`config.mk`:
```
export PLATFORM = sky130hd
export DESIGN_NAME = dmem_arbiter
export DESIGN_NICKNAME = d
export VERILOG_FILES = /design/src/rtl/dmem_arbiter.sv
export SDC_FILE = /design/constraint.sdc
export NUM_CORES = 1
export LEC_CHECK = 0
export BUFFER_PORTS_ARGS = -buffer_cell sky130_fd_sc_hd__buf_2
export CAP_MARGIN = 20
export CORE_AREA = 3 3 93 95
export CTS_BUF_LIST = sky130_fd_sc_hd__clkbuf_2 sky130_fd_sc_hd__clkbuf_4 sky130_fd_sc_hd__clkbuf_8
export CTS_CLUSTER_SIZE = 8
export DETAILED_ROUTE_END_ITERATION = 12
export DIE_AREA = 0 0 96 98
export HOLD_SLACK_MARGIN = 0.06
export PLACE_DENSITY = 0.67
export SYNTH_ARGS = -nofsm -noshare
export SYNTH_HDL_FRONTEND = slang
export SYNTH_SLANG_ARGS = --single-unit
```
`constraint.sdc`:
```
create_clock -name clk -period 3.45 [get_ports clk]
set_clock_uncertainty 0.1 [all_clocks]
set_input_delay 0.69 -clock clk [delete_from_list [all_inputs] [get_ports clk]]
set_output_delay 0.69 -clock clk [all_outputs]
set_load 0.02 [all_outputs]
```
`src/rtl/dmem_arbiter.sv`:
```
// Arbitrates the single-port data RAM between the CPU memory stage and the debug/loader port.
// The CPU has fixed priority; debug is guaranteed service after MAX_WAIT blocked cycles.
module dmem_arbiter #(
    parameter int REG_WIDTH    = 32,
    parameter int NUM_MEM_LOCS = 256,
    parameter int ADDR_BITS    = $clog2(NUM_MEM_LOCS),
    parameter int MAX_WAIT     = 4
) (
    input  logic                 clk,
    input  logic                 rst,
    input  logic                 cpu_req,
    input  logic                 cpu_we,
    input  logic [ADDR_BITS-1:0] cpu_addr,
    input  logic [REG_WIDTH-1:0] cpu_wdata,
    output logic [REG_WIDTH-1:0] cpu_rdata,
    output logic                 cpu_stall,
    input  logic                 dbg_req,
    input  logic                 dbg_we,
    input  logic [ADDR_BITS-1:0] dbg_addr,
    input  logic [REG_WIDTH-1:0] dbg_wdata,
    output logic                 dbg_ack,
    output logic [REG_WIDTH-1:0] dbg_rdata,
    output logic                 mem_en,
    output logic                 mem_we,
    output logic [ADDR_BITS-1:0] mem_addr,
    output logic [REG_WIDTH-1:0] mem_wdata,
    input  logic [REG_WIDTH-1:0] mem_rdata,
    output logic [15:0]          stall_count
);

    localparam int WAIT_BITS = $clog2(MAX_WAIT + 1);
    localparam logic [WAIT_BITS-1:0] WAIT_LIMIT = WAIT_BITS'(MAX_WAIT);

    typedef enum logic {
        IDLE,
        DBG_ACK
    } state_t;

    state_t               state, state_next;
    logic [WAIT_BITS-1:0] wait_cnt, wait_cnt_next;

    assign cpu_rdata = mem_rdata;

    always_ff @(posedge clk or posedge rst) begin
        if (rst) begin
            state       <= IDLE;
            wait_cnt    <= '0;
            stall_count <= '0;
        end else begin
            state    <= state_next;
            wait_cnt <= wait_cnt_next;
            if (cpu_stall && stall_count != 16'hFFFF) begin
                stall_count <= stall_count + 16'd1;
            end
        end
    end

    // Outputs are gated by rst so the RAM and both requesters see a quiet bus during reset.
    always_comb begin
        state_next    = state;
        wait_cnt_next = wait_cnt;
        mem_en        = 1'b0;
        mem_we        = 1'b0;
        mem_addr      = '0;
        mem_wdata     = '0;
        cpu_stall     = 1'b0;
        dbg_ack       = 1'b0;
        dbg_rdata     = '0;
        if (!rst) begin
            unique case (state)
                IDLE: begin
                    if (dbg_req && (!cpu_req || wait_cnt == WAIT_LIMIT)) begin
                        mem_en        = 1'b1;
                        mem_we        = dbg_we;
                        mem_addr      = dbg_addr;
                        mem_wdata     = dbg_wdata;
                        cpu_stall     = cpu_req;
                        state_next    = DBG_ACK;
                        wait_cnt_next = '0;
                    end else if (cpu_req) begin
                        mem_en    = 1'b1;
                        mem_we    = cpu_we;
                        mem_addr  = cpu_addr;
                        mem_wdata = cpu_wdata;
                        if (dbg_req && wait_cnt != WAIT_LIMIT) begin
                            wait_cnt_next = wait_cnt + 1'b1;
                        end
                    end
                end
                DBG_ACK: begin
                    // dbg_req is deliberately ignored here so debug can never be granted twice in a row.
                    dbg_ack    = 1'b1;
                    dbg_rdata  = mem_rdata;
                    state_next = IDLE;
                    if (cpu_req) begin
                        mem_en    = 1'b1;
                        mem_we    = cpu_we;
                        mem_addr  = cpu_addr;
                        mem_wdata = cpu_wdata;
                    end
                end
                default: state_next = IDLE;
            endcase
        end
    end

endmodule

```
# Word-level counts from Yosys, hierarchy flattened
# Index checks and enable logic that the tools add are counted.
dict set report totals {
  in_bits 118
  word_cells 46
  regBits 20
}
dict set report op_classes {
  bitwise 2
  eq_ne 3
  n_reduce_logical 8
  n_addsub 2
  muxes 28
}
# op n
set op_table {}
lappend op_table {{$mux W32} 5}
lappend op_table {{$pmux W32 S2} 1}
lappend op_table {{$mux W8} 3}
lappend op_table {{$add A16 B1 Y16 const B} 1}
lappend op_table {{$ne A16 B16 Y1 const B} 1}
lappend op_table {{$pmux W8 S2} 1}
lappend op_table {{$mux W1} 12}
lappend op_table {{$mux W3} 3}
lappend op_table {{$pmux W1 S2} 3}
lappend op_table {{$reduce_and A4 Y1} 1}
lappend op_table {{$reduce_bool A2 Y1} 2}
lappend op_table {{$add A3 B1 Y3 const B} 1}
lappend op_table {{$eq A3 B3 Y1 const B} 1}
lappend op_table {{$logic_and A1 B1 Y1} 3}
lappend op_table {{$ne A3 B3 Y1 const B} 1}
lappend op_table {{$not A1 Y1} 2}
lappend op_table {{$logic_not A1 Y1} 1}
lappend op_table {{$logic_or A1 B1 Y1} 1}

# Depth between registers and ports, before layout
dict set report logic_depth {
  word_depth 7
  mapped_depth 8
  ltp_nobuf 6
}

# Worst setup path before layout
# OpenSTA, ideal clock, no wires.
dict set report synth_timing {
  path_type {input -> output}
  startpoint {input cpu_req}
  endpoint {output mem_addr[0]}
  path_slack_ns 0.512
  t_arrival_ns 2.148
  path_buffers 3
  required_ns 2.660
  path_stages 7
  cell_sequence {buf_2 a21boi_0 or3b_2 buf_2 buf_2 nand3_1 a21oi_1}
}
dict set report synth_via {
  elab_chain_len 6
  elab_cells_between_ends 7
  cone_classes {4 x mux; 3 x reduce/logical}
}
# element line
set synth_lines {}
lappend synth_lines {{from (decl)} 11} ;# input logic cpu_req,
lappend synth_lines {{$logic_not A1 Y1} 72} ;# if (dbg_req && (!cpu_req || wait_cnt == WAIT_LIMIT)) begin
lappend synth_lines {{$logic_or A1 B1 Y1} 72}
lappend synth_lines {{$logic_and A1 B1 Y1} 72}
lappend synth_lines {{$mux W8} 72}
lappend synth_lines {{$pmux W8 S2 *} 70} ;# unique case (state)
lappend synth_lines {{$mux W8 *} 69} ;# if (!rst) begin
lappend synth_lines {{to (decl)} 25} ;# output logic [ADDR_BITS-1:0] mem_addr,
# Mark *: on every way between the ends. The rest lies on a longest branch, timed or not.

# Worst setup path in the final report
dict set report layout_timing {
  startpoint {register wait_cnt[0]}
  endpoint {output mem_wdata[5]}
}
dict set report layout_via {
  elab_chain_len 6
}
# element line
set layout_lines {}
lappend layout_lines {{from (decl)} 40} ;# logic [WAIT_BITS-1:0] wait_cnt, wait_cnt_next;
lappend layout_lines {{from (signal assigned)} 51} ;# wait_cnt <= wait_cnt_next;
lappend layout_lines {{$eq A3 B3 Y1} 72}
lappend layout_lines {{$logic_or A1 B1 Y1} 72}
lappend layout_lines {{$logic_and A1 B1 Y1} 72}
lappend layout_lines {{$mux W32} 72}
lappend layout_lines {{$pmux W32 S2} 70}
lappend layout_lines {{$mux W32} 69}
lappend layout_lines {{to (decl)} 26} ;# output logic [REG_WIDTH-1:0] mem_wdata,
# No other way between the ends.

==> results.yml <==
die:
  fp.dieH_um: 98
  row_count: 32
  start_util: 0.282
  ios: 242
  die_w_um: 96
  fp.coreArea_um2: 7810
  die_area_um2: 9410
global_route:
  grt_remaining_overflow: 0
  grt_util_all_layers: 0.169
  grt_max_degree: 47
  grt_pass1_vias: 2811
  antenna_found_initial: 0
  grt_pass1_wl_um: 13200
pwr:
  leakagePower_uw: 0.00201
  total_power_uw: 856
  irDropWorstVdd_mv: 0.146
  p_per_area_nw_per_um2: 260
sta:
  max_freq_ghz: 0.328
  min_period_ns: 3.05
  period_share: 0.885
  rsz0062_at_grt: "no"
  hold_viol_final: 0
  tightest_slew_ns: 0.695
  finalSetupViolations: 0
  drv_slew: 0
  slew_headroom: 0.536
  fin_tns_setup_ns: 0
  timing.hold.ws_ns: 0.423
critical_path:
  slowest_stage: "dfrtp_1"
  worstSetupPathType: "reg -> out"
  r2r_start: "state"
  cp.required_ns: 2.66
  start_kind: "flip-flop"
  r2r_slack_ns: 1.26
  crit_chain: "inv_1 -> ha_1 -> a21boi_0 -> buf_4 -> nor3b_4 -> buf_4 -> nand2_1 -> a21oi_1 -> buf_2"
  r2r-end: "stall_count[8]"
  cp_data_arrival_time_ns: 2.26
  crit_path_frequent_cell: "buf_4"
  endpoint_kind: "output pin"
  critical-path-max-stage-delay_ns: 0.39
  reg2reg_depth: 4
  cp-endpoint: "mem_wdata[5]"
  critPathMaxFanout: 41
  worstSetupStartpoint: "wait_cnt[0]"
run_status:
  status: "finished, final reports clean"
cells_and_area:
  drive_gt1_frac: 0.507
  antenna_cells: 0
  final_cell_mix: "241 x buf_2, 51 x nand3_1, 47 x nand2_1, 42 x a21oi_1, 34 x and3_1"
  final_common_cell: "buf_2"
  syn_to_final_growth_pct: 49.5
  nFillCells: 845
  nets: 633
placed_design:
  place_congestion: 0.833
  hpwlAfterDp_um: 6960
  numPortBuffers: 241
clock_tree:
  cts_root_buffer: "clkbuf_8"
  cts_buffers: 3
  clkTransAtPathRegs_ns: 0.08
  clk_latency_ns: 0.26
  cts_tree: "yes"
  clock-sinks: 20
  cts_buffer_depth: 2
  cts_max_level: 1
synthesis:
  synth_cell_type_count: 35
  ys_seq_area_frac: 0.228
  synth_edf_count: 0
  synthArstFlopShare: 1.00
  syn_nets: 440
  netlist_area_um2: 2200
  syn_inst: 319
  synth_area_per_cell_um2: 6.89
  ys.flop_type: "dfrtp_1"
  ys_seq_elements: 20
  ys_warn_count: 0
worst_hold_path:
  hold_class: "reg -> reg"
job:
  max_cap_viol_count: 0
drt:
  routed_via_density: 4.83
  routed_wl_um: 8510
  dr.pass1.iters: 4
  drt_iter0_drc: 79
  drc: 0
  vias: 2961
  ant_nets: 0
  wire_per_inst_um: 13.9
## sequential cells by signal, summed over array words and instances (netlist names)
name	flops
state	1
stall_count	16
wait_cnt	3
## final cells by class
type | count | area [µm²] | share of cell area
Clock buffer | 4 | 55.1 | 0.0167
Multi-Input combinational cell | 233 | 1320 | 0.402
Timing Repair Buffer | 248 | 1260 | 0.383
Tap cell | 102 | 128 | 0.0388
Inverter | 6 | 22.5 | 0.00685
Sequential cell | 20 | 500 | 0.152
## power breakdown
| part | leakage [µW] | switching (µW) | internal, µW | total [µW] |
|---|---|---|---|---|
| registers | 0.000270 | 19.1 | 250 | 269 |
| logic | 0.00171 | 251 | 154 | 405 |
| clock network | 0.0000288 | 80.2 | 102 | 182 |
## what timing repair did
action	CTS	global route
setup buffers	0	0
setup endpoints to repair	0	2
resized for setup	0	1
hold buffers	0	0
## critical path, delay by kind of cell, from the launching register on
kind	cells	cell delay, ns
adder cells (fa/ha/maj)	1	0.21
buffers and inverters	4	0.84
AND/OR/NAND/NOR	2	0.25
flip-flops	1	0.39
AO/OA/AOI/OAI	2	0.31
## Yosys cell counts, drive strengths merged (4+ instances only)
library cell | count | area share
buf | 44 | 0.14
inv | 6 | 0.010
dfrtp | 20 | 0.23
xor2 | 11 | 0.044
a21oi | 42 | 0.096
nor3b | 4 | 0.016
nand2 | 47 | 0.080
nor2 | 5 | 0.0085
clkbuf | 16 | 0.027
nor3 | 8 | 0.018
nand3 | 51 | 0.12
nand4 | 4 | 0.011
and3 | 34 | 0.097
o21ai | 5 | 0.011
## routing by layer
layer | part of all wire | up-vias | global-route usage
li1 | - | 1458 | -
met1 | 0.41 | 1369 | 0.216
met2 | 0.51 | 128 | 0.298
met3 | 0.074 | 6 | 0.0300
met4 | 0.0076 | 0 | 0.0241
met5 | 0 | - | 0
## through the flow
stage / setup slack [ns] / utilization / area (µm²) / std cells
6_report: 0.398 / 0.421 / 3290 / 613
2_1_floorplan: 0.512 / - / 2200 / 319
3_5_place_dp: 0.360 / 0.414 / 3230 / 609
3_3_place_gp: 0.422 / 0.414 / 3230 / 609
4_1_cts: 0.225 / 0.421 / 3280 / 613
5_1_grt: 0.159 / 0.421 / 3290 / 613
## cell families (layout without fill, tap and decap cells)
group | Yosys count | count (layout) | share of synthesized area
DFF | 20 | 20 | 0.228
adders and majority gates | 3 | 3 | 0.0171
buffers and inverters | 66 | 258 | 0.175
muxes | 2 | 2 | 0.0102
and+or+nand+nor | 166 | 166 | 0.405
xor gates and xnor gates | 13 | 13 | 0.0518
AOI/OAI and AO/OA | 49 | 49 | 0.113
## worst min-delay path by stage
| stage | from | endpoint | slack, ns | depth (start not counted) |
|---|---|---|---|---|
| floorplan | wait_cnt[2] | wait_cnt[2] | 0.38 | 1 |
| global placement | stall_count[4] | stall_count[4] | 0.39 | 1 |
| detailed placement | stall_count[12] | stall_count[12] | 0.41 | 1 |
| CTS | stall_count[12] | stall_count[12] | 0.42 | 1 |
| global route | stall_count[12] | stall_count[12] | 0.44 | 1 |
| finish | stall_count[12] | stall_count[12] | 0.42 | 1 |
(Power assumes the default switching activity.)
